## src/rtl/instr_fetch_sequencer.sv

```systemverilog
// instr_fetch_sequencer
// Fetches instruction words (and the immediate word for mvi) from a
// synchronous program ROM, presents them to the 9-bit core as IR/DIN,
// pulses Run, waits for Done and advances the program counter.
// Handles halt (opcode 3'b111), stop requests and a Done watchdog.
//
// Optional feature: define SINGLE_STEP_EN to add the Step input and a
// PAUSE state entered after every completed instruction.
//
// Every output is a register updated in the same always_ff as the state,
// so there is no combinational path from Done or MemData to any output.

module instr_fetch_sequencer #(
  parameter int ADDR_W       = 5,
  parameter int DONE_TIMEOUT = 15
) (
  input  logic              Clock,
  input  logic              Reset,
  input  logic              Start,
  input  logic              Stop,
`ifdef SINGLE_STEP_EN
  input  logic              Step,
`endif
  output logic [ADDR_W-1:0] MemAddr,
  output logic              MemRdEn,
  input  logic [8:0]        MemData,
  input  logic              Done,
  output logic [8:0]        IR,
  output logic [8:0]        DIN,
  output logic              Run,
  output logic              Busy,
  output logic              Halted,
  output logic              Fault
);

  // Watchdog counter is wide enough to hold DONE_TIMEOUT and saturates.
  localparam int CNT_W = $clog2(DONE_TIMEOUT + 1);

  localparam logic [CNT_W-1:0]  CNT_LAST = CNT_W'(DONE_TIMEOUT - 1);
  localparam logic [CNT_W-1:0]  CNT_MAX  = {CNT_W{1'b1}};
  localparam logic [CNT_W-1:0]  CNT_ONE  = CNT_W'(1);
  localparam logic [ADDR_W-1:0] PC_ONE   = ADDR_W'(1);

  localparam logic [2:0] OP_MVI  = 3'b001;
  localparam logic [2:0] OP_HALT = 3'b111;

  typedef enum logic [3:0] {
    ST_IDLE   = 4'd0,
    ST_F_I    = 4'd1,
    ST_L_I    = 4'd2,
    ST_F_D    = 4'd3,
    ST_L_D    = 4'd4,
    ST_RUN    = 4'd5,
    ST_EXEC   = 4'd6,
    ST_HALTED = 4'd7,
`ifdef SINGLE_STEP_EN
    ST_PAUSE  = 4'd9,
`endif
    ST_FAULT  = 4'd8
  } state_t;

  state_t             state_r;
  logic [ADDR_W-1:0]  pc_r;
  logic [ADDR_W-1:0]  mem_addr_r;
  logic               mem_rd_en_r;
  logic [8:0]         ir_r;
  logic [8:0]         din_r;
  logic               run_r;
  logic               busy_r;
  logic               halted_r;
  logic               fault_r;
  logic               stop_pend_r;
  logic [CNT_W-1:0]   timeout_cnt_r;
  logic [ADDR_W-1:0]  pc_inc_s;

  // Saturating increment of the watchdog counter.
  function automatic logic [CNT_W-1:0] cnt_step(input logic [CNT_W-1:0] cnt);
    logic [CNT_W-1:0] res;
    if (cnt == CNT_MAX) begin
      res = cnt;
    end else begin
      res = cnt + CNT_ONE;
    end
    return res;
  endfunction

  // Next program counter; wraps naturally at the address width.
  assign pc_inc_s = pc_r + PC_ONE;

  assign MemAddr = mem_addr_r;
  assign MemRdEn = mem_rd_en_r;
  assign IR      = ir_r;
  assign DIN     = din_r;
  assign Run     = run_r;
  assign Busy    = busy_r;
  assign Halted  = halted_r;
  assign Fault   = fault_r;

  // Sequencer FSM with registered outputs; outputs are written on the
  // transition into the state they belong to.
  always_ff @(posedge Clock or posedge Reset) begin
    if (Reset) begin
      state_r       <= ST_IDLE;
      pc_r          <= {ADDR_W{1'b0}};
      mem_addr_r    <= {ADDR_W{1'b0}};
      mem_rd_en_r   <= 1'b0;
      ir_r          <= 9'h000;
      din_r         <= 9'h000;
      run_r         <= 1'b0;
      busy_r        <= 1'b0;
      halted_r      <= 1'b0;
      fault_r       <= 1'b0;
      stop_pend_r   <= 1'b0;
      timeout_cnt_r <= {CNT_W{1'b0}};
    end else begin
      // Strobes last one cycle unless a transition re-asserts them.
      run_r       <= 1'b0;
      mem_rd_en_r <= 1'b0;

      // A stop request is only remembered while an instruction is in flight.
      if (busy_r && Stop) begin
        stop_pend_r <= 1'b1;
      end

      case (state_r)
        ST_IDLE: begin
          // Stop wins over a simultaneous Start.
          if (Start && !Stop) begin
            state_r     <= ST_F_I;
            mem_rd_en_r <= 1'b1;
            busy_r      <= 1'b1;
          end
        end

        ST_F_I: begin
          state_r <= ST_L_I;
        end

        ST_L_I: begin
          ir_r       <= MemData;
          pc_r       <= pc_inc_s;
          mem_addr_r <= pc_inc_s;
          case (MemData[8:6])
            OP_HALT: begin
              state_r     <= ST_HALTED;
              busy_r      <= 1'b0;
              halted_r    <= 1'b1;
              stop_pend_r <= 1'b0;
            end
            OP_MVI: begin
              state_r     <= ST_F_D;
              mem_rd_en_r <= 1'b1;
            end
            default: begin
              state_r <= ST_RUN;
              run_r   <= 1'b1;
            end
          endcase
        end

        ST_F_D: begin
          state_r <= ST_L_D;
        end

        ST_L_D: begin
          din_r      <= MemData;
          pc_r       <= pc_inc_s;
          mem_addr_r <= pc_inc_s;
          state_r    <= ST_RUN;
          run_r      <= 1'b1;
        end

        ST_RUN: begin
          timeout_cnt_r <= {CNT_W{1'b0}};
          state_r       <= ST_EXEC;
        end

        ST_EXEC: begin
          if (Done) begin
            if (stop_pend_r) begin
              state_r     <= ST_IDLE;
              busy_r      <= 1'b0;
              stop_pend_r <= 1'b0;
            end else begin
`ifdef SINGLE_STEP_EN
              state_r     <= ST_PAUSE;
`else
              state_r     <= ST_F_I;
              mem_rd_en_r <= 1'b1;
`endif
            end
          end else if (timeout_cnt_r == CNT_LAST) begin
            // Last allowed EXEC cycle passed without Done.
            state_r     <= ST_FAULT;
            busy_r      <= 1'b0;
            fault_r     <= 1'b1;
            stop_pend_r <= 1'b0;
          end else begin
            timeout_cnt_r <= cnt_step(timeout_cnt_r);
          end
        end

`ifdef SINGLE_STEP_EN
        ST_PAUSE: begin
          // Stop (live or pending) takes priority over Step.
          if (stop_pend_r || Stop) begin
            state_r     <= ST_IDLE;
            busy_r      <= 1'b0;
            stop_pend_r <= 1'b0;
          end else if (Step) begin
            state_r     <= ST_F_I;
            mem_rd_en_r <= 1'b1;
          end
        end
`endif

        ST_HALTED, ST_FAULT: begin
          // Restart from address 0; Stop has no effect here.
          if (Start) begin
            state_r     <= ST_F_I;
            pc_r        <= {ADDR_W{1'b0}};
            mem_addr_r  <= {ADDR_W{1'b0}};
            mem_rd_en_r <= 1'b1;
            busy_r      <= 1'b1;
            halted_r    <= 1'b0;
            fault_r     <= 1'b0;
          end
        end

        default: begin
          // Unreachable encoding: return to a safe, quiescent state.
          state_r     <= ST_IDLE;
          busy_r      <= 1'b0;
          halted_r    <= 1'b0;
          fault_r     <= 1'b0;
          stop_pend_r <= 1'b0;
        end
      endcase
    end
  end

endmodule

```

## config.mk

```make
export PLATFORM = sky130hd
export DESIGN_NAME = instr_fetch_sequencer
export DESIGN_NICKNAME = d
export VERILOG_FILES = /design/src/rtl/instr_fetch_sequencer.sv
export SDC_FILE = /design/constraint.sdc
export NUM_CORES = 1
export LEC_CHECK = 0
export ABC_CLOCK_PERIOD_IN_PS = 1800
export CAP_MARGIN = 15
export CORE_ASPECT_RATIO = 1.5
export CORE_MARGIN = 2
export CORE_UTILIZATION = 45
export CTS_CLUSTER_DIAMETER = 40
export DETAILED_ROUTE_END_ITERATION = 7
export PLACE_DENSITY = 0.76
export RECOVER_POWER = 100
export SLEW_MARGIN = 20
export SYNTH_ARGS = -nofsm -noshare
export SYNTH_HDL_FRONTEND = slang
export SYNTH_SLANG_ARGS = --single-unit
```

## constraint.sdc

```tcl
create_clock -name Clock -period 1.8 [get_ports Clock]
set_clock_uncertainty 0.2 [all_clocks]
set_input_delay 0.18 -clock Clock [delete_from_list [all_inputs] [get_ports Clock]]
set_output_delay 0.18 -clock Clock [all_outputs]
set_load 0.02 [all_outputs]
```

==> metrics.cfg, run 1 <==
[outcome]
status=complete, no violations

[final_layout]
syn_to_final_growth_pct=50.58
final_layout_size_suffix_gt1_share_pct=37.04
diodes=0
nNetsFinal=259
final_core_util_pct=70.29

[drt]
wl_per_cell_microns=17.48
dr_total_vias=1621
dr.pass1.iters=4
met2_length_mm=2.760
wl_met1_mm=1.926
route.met3.wl_microns=260
wl_mm=5.033
dr.max_layer_used=met4
drt_iter0_markers=46
vias_per_cell=5.628
drc=0
ant_nets=0

[grt]
grt_max_degree=38
track_usage_pct=23.69
grt_pass1_wl_mm=8.383
grt_pass1_vias=1732
globalRouteOverflowTotal=0
antenna_found_initial=0

[worst_setup_path]
r2r_end=MemAddr[2]$_DFFE_PP0P_
cp-end-kind=register
crit_path_top_delay_cell=dfrtp_2
crit_end=MemAddr[2]$_DFFE_PP0P_
crit_buf_inv=2
crit_family=flip-flops
slowest_delay_ps=460
critPathMaxFanout=5
crit_cells=6
cp_common_cell=buf_4
start_kind=register
r2r_cells=6
setup.worst_path.start=state_r[3]$_DFFE_PP0P_
reg2reg_slack_ps=20
r2r-start=state_r[3]$_DFFE_PP0P_
crit_path_cell_trace=buf_4 > nor4b_4 > buf_4 > or2_4 > a21oi_1 > o21ba_2
worstSetupPathType=register to register
required_ps=1840
crit_arrival_ps=1830

[floorplan]
io_pins=42
initial_core_util_pct=46.68
core_sq_um=3959
rows=28
die_width_microns=56.33
die_area_sq_um=4646
dieHeight_microns=82.49

[cts]
clk_path_buf_depth=2
clkLatencyLatePin_ps=300
htreeDepth=2
tritoncts=yes
clock-sinks=37
cts_buffers=5
cts_root_buffer=clkbuf_8
cts.clk_slew.worst_paths_ps=80

[yosys]
async_flop_share_pct=100.0
syn-num-nets=179
synth_edf_count=0
netlist.area_leader.share_pct=50.10
synth_ff_type=dfrtp_1
syn-instance-count=162
synth_cell_types=51
synth.area.top_cells=dfrtp_1 (50%), mux2_2 (12%), a21oi_1 (2.2%)
yosysTopAreaCell=dfrtp_1
synth_common_cells=dfrtp_1 (37), mux2_2 (19), a21oi_1 (8), inv_1 (8), nor2_1 (6)
synth.most_common_cell=dfrtp_1
syn_area_sq_um=1848
ys_seq_area_share_pct=50.10
ys_ff_latch=37
yosys_warnings=0
avgSynthCellArea_sq_um=11.41

[placement]
hpwl_mm=3.670
globalplace.congestion=0.8209
numPortBuffers=41

[pwr]
leakagePower_nw=1.211
power_density_nw_per_um2=1856
ir_worst_vdd_mv=1.289

[timing]
fmax_mhz=560.6
setup_viol=0
rsz0062_at_grt=true
slew_headroom_pct=39.07
post-route-period-util_pct=99.10
drv_slew=0
finalHoldViolCount=0
fin_setup_tns_ps=0
post-route-min-period_ps=1784
timing.hold.ws_ps=308.7
worst_slew_pin_slew_ps=914.0

[worst_hold_path]
min_path_type=register to register

[flow_run]
cap_violations=0

layout make-up:
| type | count | area, sq um |
|---|---|---|
| repair buffers | 81 | 719.4 |
| multi-input cells | 109 | 933.4 |
| well taps | 45 | 56.30 |
| clock buffers | 5 | 68.82 |
| inverters | 8 | 30.03 |
| fillers | 296 | 1176 |
| clock inverters | 3 | 43.79 |
| flip-flops and latches | 37 | 930.9 |
report_power, final:
part	total [W]	switching (W)	internal, W
logic	0.00294	0.00135	0.00159
clock network	0.000738	0.000323	0.000415
registers	0.00149	0.000284	0.00120
cells by family after synthesis:
kind of cell | Yosys count | share of synthesized area (%)
DFF | 37 | 50.10
adders and majority gates | 4 | 2.573
buffers and inverters | 16 | 3.791
and+or+nand+nor | 43 | 14.15
xor gates and xnor gates | 3 | 1.422
AOI/OAI and AO/OA | 39 | 15.84
muxes | 20 | 12.12
timing repair:
| item | CTS | global route |
|---|---|---|
| hold buffers | 0 | 0 |
| pin swaps | 1 | 2 |
| gates resized for setup | 12 | 12 |
| setup buffers | 0 | 2 |
| endpoints found under the setup margin | 21 | 25 |
worst min path at each step:
stage | startpoint | to | slack, ps | cells past startpoint
after floorplan | Start | MemRdEn$_DFF_PP0_ | 130 | 1
after global placement | DIN[1]$_DFFE_PP0P_ | DIN[1]$_DFFE_PP0P_ | 290 | 1
after detailed placement | IR[2]$_DFFE_PP0P_ | IR[2]$_DFFE_PP0P_ | 290 | 1
after CTS | Reset | IR[2]$_DFFE_PP0P_ | 110 | 3
after global routing | IR[2]$_DFFE_PP0P_ | IR[2]$_DFFE_PP0P_ | 320 | 1
final | DIN[8]$_DFFE_PP0P_ | DIN[8]$_DFFE_PP0P_ | 310 | 1
placed cells by master (no fill, tap or decap), drive strengths merged, types with 2 or more instances in the layout:
cell / Yosys / final
a2111oi: 2 / 2
a21boi: 2 / 2
a21oi: 8 / 8
a22o: 4 / 4
a311oi: 2 / 2
a31oi: 2 / 2
a41oi: 2 / 2
and2: 2 / 2
and3: 2 / 2
buf: 7 / 39
clkbuf: 1 / 6
clkdlybuf4s50: 0 / 40
dfrtp: 37 / 37
ha: 3 / 3
inv: 8 / 9
mux2: 19 / 19
nand2: 5 / 5
nand2b: 3 / 3
nand3: 5 / 5
nor2: 6 / 6
nor2b: 2 / 2
nor3: 5 / 5
nor4: 2 / 2
nor4b: 2 / 2
o21ai: 4 / 4
o21ba: 2 / 2
o22ai: 3 / 3
or2: 2 / 2
xnor2: 2 / 2
registers in the layout, indices dropped and copies added (netlist names):
name and flops:
DIN 9, IR 9, MemAddr 5, state_r 4, timeout_cnt_r 4, Busy 1
Fault 1, Halted 1, MemRdEn 1, Run 1, stop_pend_r 1
stage by stage:
stage          setup slack, ps  power [W]  instance area, sq um  std cells
2_1_floorplan            16.43   0.002933                  1848        162
3_3_place_gp            -190.5   0.004092                  2566        278
3_5_place_dp            -165.7   0.004206                  2566        278
4_1_cts                  3.087   0.005049                  2725        286
5_1_grt                 -64.56   0.005490                  2783        288
6_report                 16.28   0.005164                  2783        288
per-layer routing:
| layer | vias up | global-route usage, % |
|---|---|---|
| met2 | 55 | 42.59 |
| met1 | 799 | 27.32 |
| met5 | - | 0 |
| li1 | 758 | - |
| met3 | 9 | 5.763 |
| met4 | 0 | 9.048 |
worst register-to-register path: cells and delay by family (launching register included):
family / cells / cell delay (ps)
AO/OA/AOI/OAI: 2 / 310
buffers and inverters: 2 / 350
flip-flops: 1 / 460
AND/OR/NAND/NOR: 2 / 420
No activity file was read; power rests on OpenSTA's default activity.
==> run 2, diff against run 1 <==
--- a/config.mk
+++ b/config.mk
@@ -8,10 +8,11 @@
 export ABC_CLOCK_PERIOD_IN_PS = 1800
 export CAP_MARGIN = 15
 export CORE_ASPECT_RATIO = 1.5
-export CORE_MARGIN = 2
+export CORE_MARGIN = 3
 export CORE_UTILIZATION = 45
 export CTS_CLUSTER_DIAMETER = 40
 export DETAILED_ROUTE_END_ITERATION = 7
+export MAX_ROUTING_LAYER = met4
 export PLACE_DENSITY = 0.76
 export RECOVER_POWER = 100
 export SLEW_MARGIN = 20
==> run 2 against run 1 <==
  * Non-clock buffer count up 9
  * First-iteration DRC count grew 48%
  * Critical path depth decreased by 3
  * Wire length grew 16%
  * Worst hold slack better by 3.4 ps
  * Clock-buffer cell count grew 1
  * The flow now finishes with violations (negative setup slack)
  * Sequential power about the same
  * Register-to-register slack got worse by 90 ps
  * Largest cell class unchanged
==> metrics.cfg, run 2 (synthesis gave the netlist of run 1 again) <==
[outcome]
status=finished with violations
violations=negative setup slack

[worst_hold_path]
hold_depth=1
hold_end=Fault$_DFFE_PP0P_
min_path_type=register to register
hold_start=Fault$_DFFE_PP0P_

[worst_setup_path]
r2r_cells=3
crit_path_cell_trace=nor4b_4 > buf_6 > mux2_2
required_ps=1780
reg2reg_slack_ps=-70
worstSetupPathType=register to register
crit_path_top_delay_cell=dfrtp_2
crit_arrival_ps=1860
start_kind=register
r2r_end=IR[1]$_DFFE_PP0P_
critPathMaxFanout=11
slowest_delay_ps=480
r2r-start=state_r[0]$_DFFE_PP0P_
cp-end-kind=register

[drt]
wl_mm=5.816
wl_per_cell_microns=19.72
drt_iter0_markers=68
dr_total_vias=1740
dr.pass1.iters=4
drc=0
ant_nets=0
vias_per_cell=5.898

[grt]
grt_pass1_vias=1815
antenna_found_initial=0
globalRouteOverflowTotal=0
grt_pass1_wl_mm=8.452
grt_max_degree=38
track_usage_pct=22.99

[cts]
cts_root_buffer=clkbuf_8
clk_path_buf_depth=2
tritoncts=yes
clkLatencyLatePin_ps=300
htreeDepth=2
cts_buffers=5
hold_buffers=0
clock-sinks=37
cts.clk_slew.worst_paths_ps=80

[placement]
dpl_cell_area_sq_um=2571
dpl.cell_count=277
numPortBuffers=41
hpwl_mm=3.597
globalplace.congestion=0.8887

[timing]
timing.hold.ws_ps=312.1
post-route-period-util_pct=104.1
finalHoldViolCount=0
fmax_mhz=533.8
worst_slew_pin_slew_ps=916.6
post-route-min-period_ps=1873
rsz0062_at_grt=true
worst_slack_ps=-73.46
fin_setup_tns_ps=-490.8
slew_headroom_pct=38.90
drv_slew=0
setup_viol=14

[pwr]
ir_worst_vdd_mv=1.407
leakagePower_nw=1.310
power_density_nw_per_um2=1876

[final_layout]
fillers=239
multi_input_area_sq_um=1022
final_cell_mix=buf_4 (41), clkdlybuf4s50_1 (40), dfrtp_1 (34), mux2_4 (16)
nNetsFinal=268
final_cell_area_sq_um=2920
layoutNonFillerInstCount=295
layout_commonest_cell=buf_4
ff_latch_area_sq_um=929.6
final_layout_size_suffix_gt1_share_pct=40.87
syn_to_final_growth_pct=58.02
diodes=0

[flow_run]
cap_violations=0

[floorplan]
die_width_microns=58.33
die_area_sq_um=4928
dieHeight_microns=84.49
io_pins=42
initial_core_util_pct=48.41
core_sq_um=3817
rows=27

==> run 2: changes by cell type in the layout (fill, tap and decap cells not counted), sizes merged <==
cell / before / now
buf: 39 / 48
bufinv: 1 / 0
clkbuf: 6 / 7
clkinv: 1 / 2
inv: 9 / 8
==> run 2: what timing repair did <==
| action | 4_1_cts | 5_1_grt |
|---|---|---|
| buffers inserted | 2 | 7 |
| gates resized for setup | 19 | 33 |
| pin swaps | 2 | 9 |
| endpoints found under the hold margin | 0 | 0 |
| endpoints found under the setup margin | 29 | 33 |
| cloned | 1 | 0 |
==> run 2: how the worst max path moves through the flow <==
stage,from,end,slack [ps],depth (start not counted)
after floorplan,state_r[2]$_DFFE_PP0P_,IR[0]$_DFFE_PP0P_,20,4
after global placement,MemData[6],state_r[1]$_DFFE_PP0P_,-190,5
after detailed placement,MemData[6],state_r[1]$_DFFE_PP0P_,-230,5
after CTS,state_r[3]$_DFFE_PP0P_,DIN[4]$_DFFE_PP0P_,-50,4
after global routing,state_r[0]$_DFFE_PP0P_,IR[7]$_DFFE_PP0P_,-120,3
final,state_r[0]$_DFFE_PP0P_,IR[1]$_DFFE_PP0P_,-70,3
==> run 2: routing by layer <==
metal / share of wire [%] / vias up / routed length [microns] / GRT usage [%]
li1: - / 777 / - / -
met1: 38 / 855 / 2201 / 24.58
met2: 53 / 84 / 3057 / 38.76
met3: 5.8 / 24 / 339 / 4.769
met4: 3.7 / 0 / 217 / 11.81
met5: 0 / - / 0 / -
==> run 2: cell type report <==
cell class	count	share of cell area (%)
Clock inverter	2	0.3428
Tap cell	43	1.842
Multi-Input combinational cell	109	35.00
Clock buffer	6	2.485
Inverter	8	1.028
Sequential cell	37	31.83
Timing Repair Buffer	90	27.46
==> run 2: where the power goes <==
part / leakage, nW / switching (W) / internal [W]
Clock: 0.0450 / 0.000316 / 0.000269
Sequential: 0.454 / 0.000306 / 0.00120
Combinational: 0.811 / 0.00154 / 0.00185
Total: 1.31 / 0.00216 / 0.00332
==> run 2: critical path, delay by kind of cell, from the launching register on <==
family	cells	cell delay [ps]
buffers and inverters	1	250
DFF	1	480
muxes	1	350
and+or+nand+nor	1	480
==> run 2: through the flow <==
stage	util (%)	power, W	worst slack, ps
floorplan	-	0.002933	16.43
finish	76.50	0.005479	-73.46
CTS	71.75	0.005025	-53.15
global placement	67.36	0.004115	-194.5
global route	76.50	0.005738	-124.8
detailed placement	67.36	0.004237	-226.6
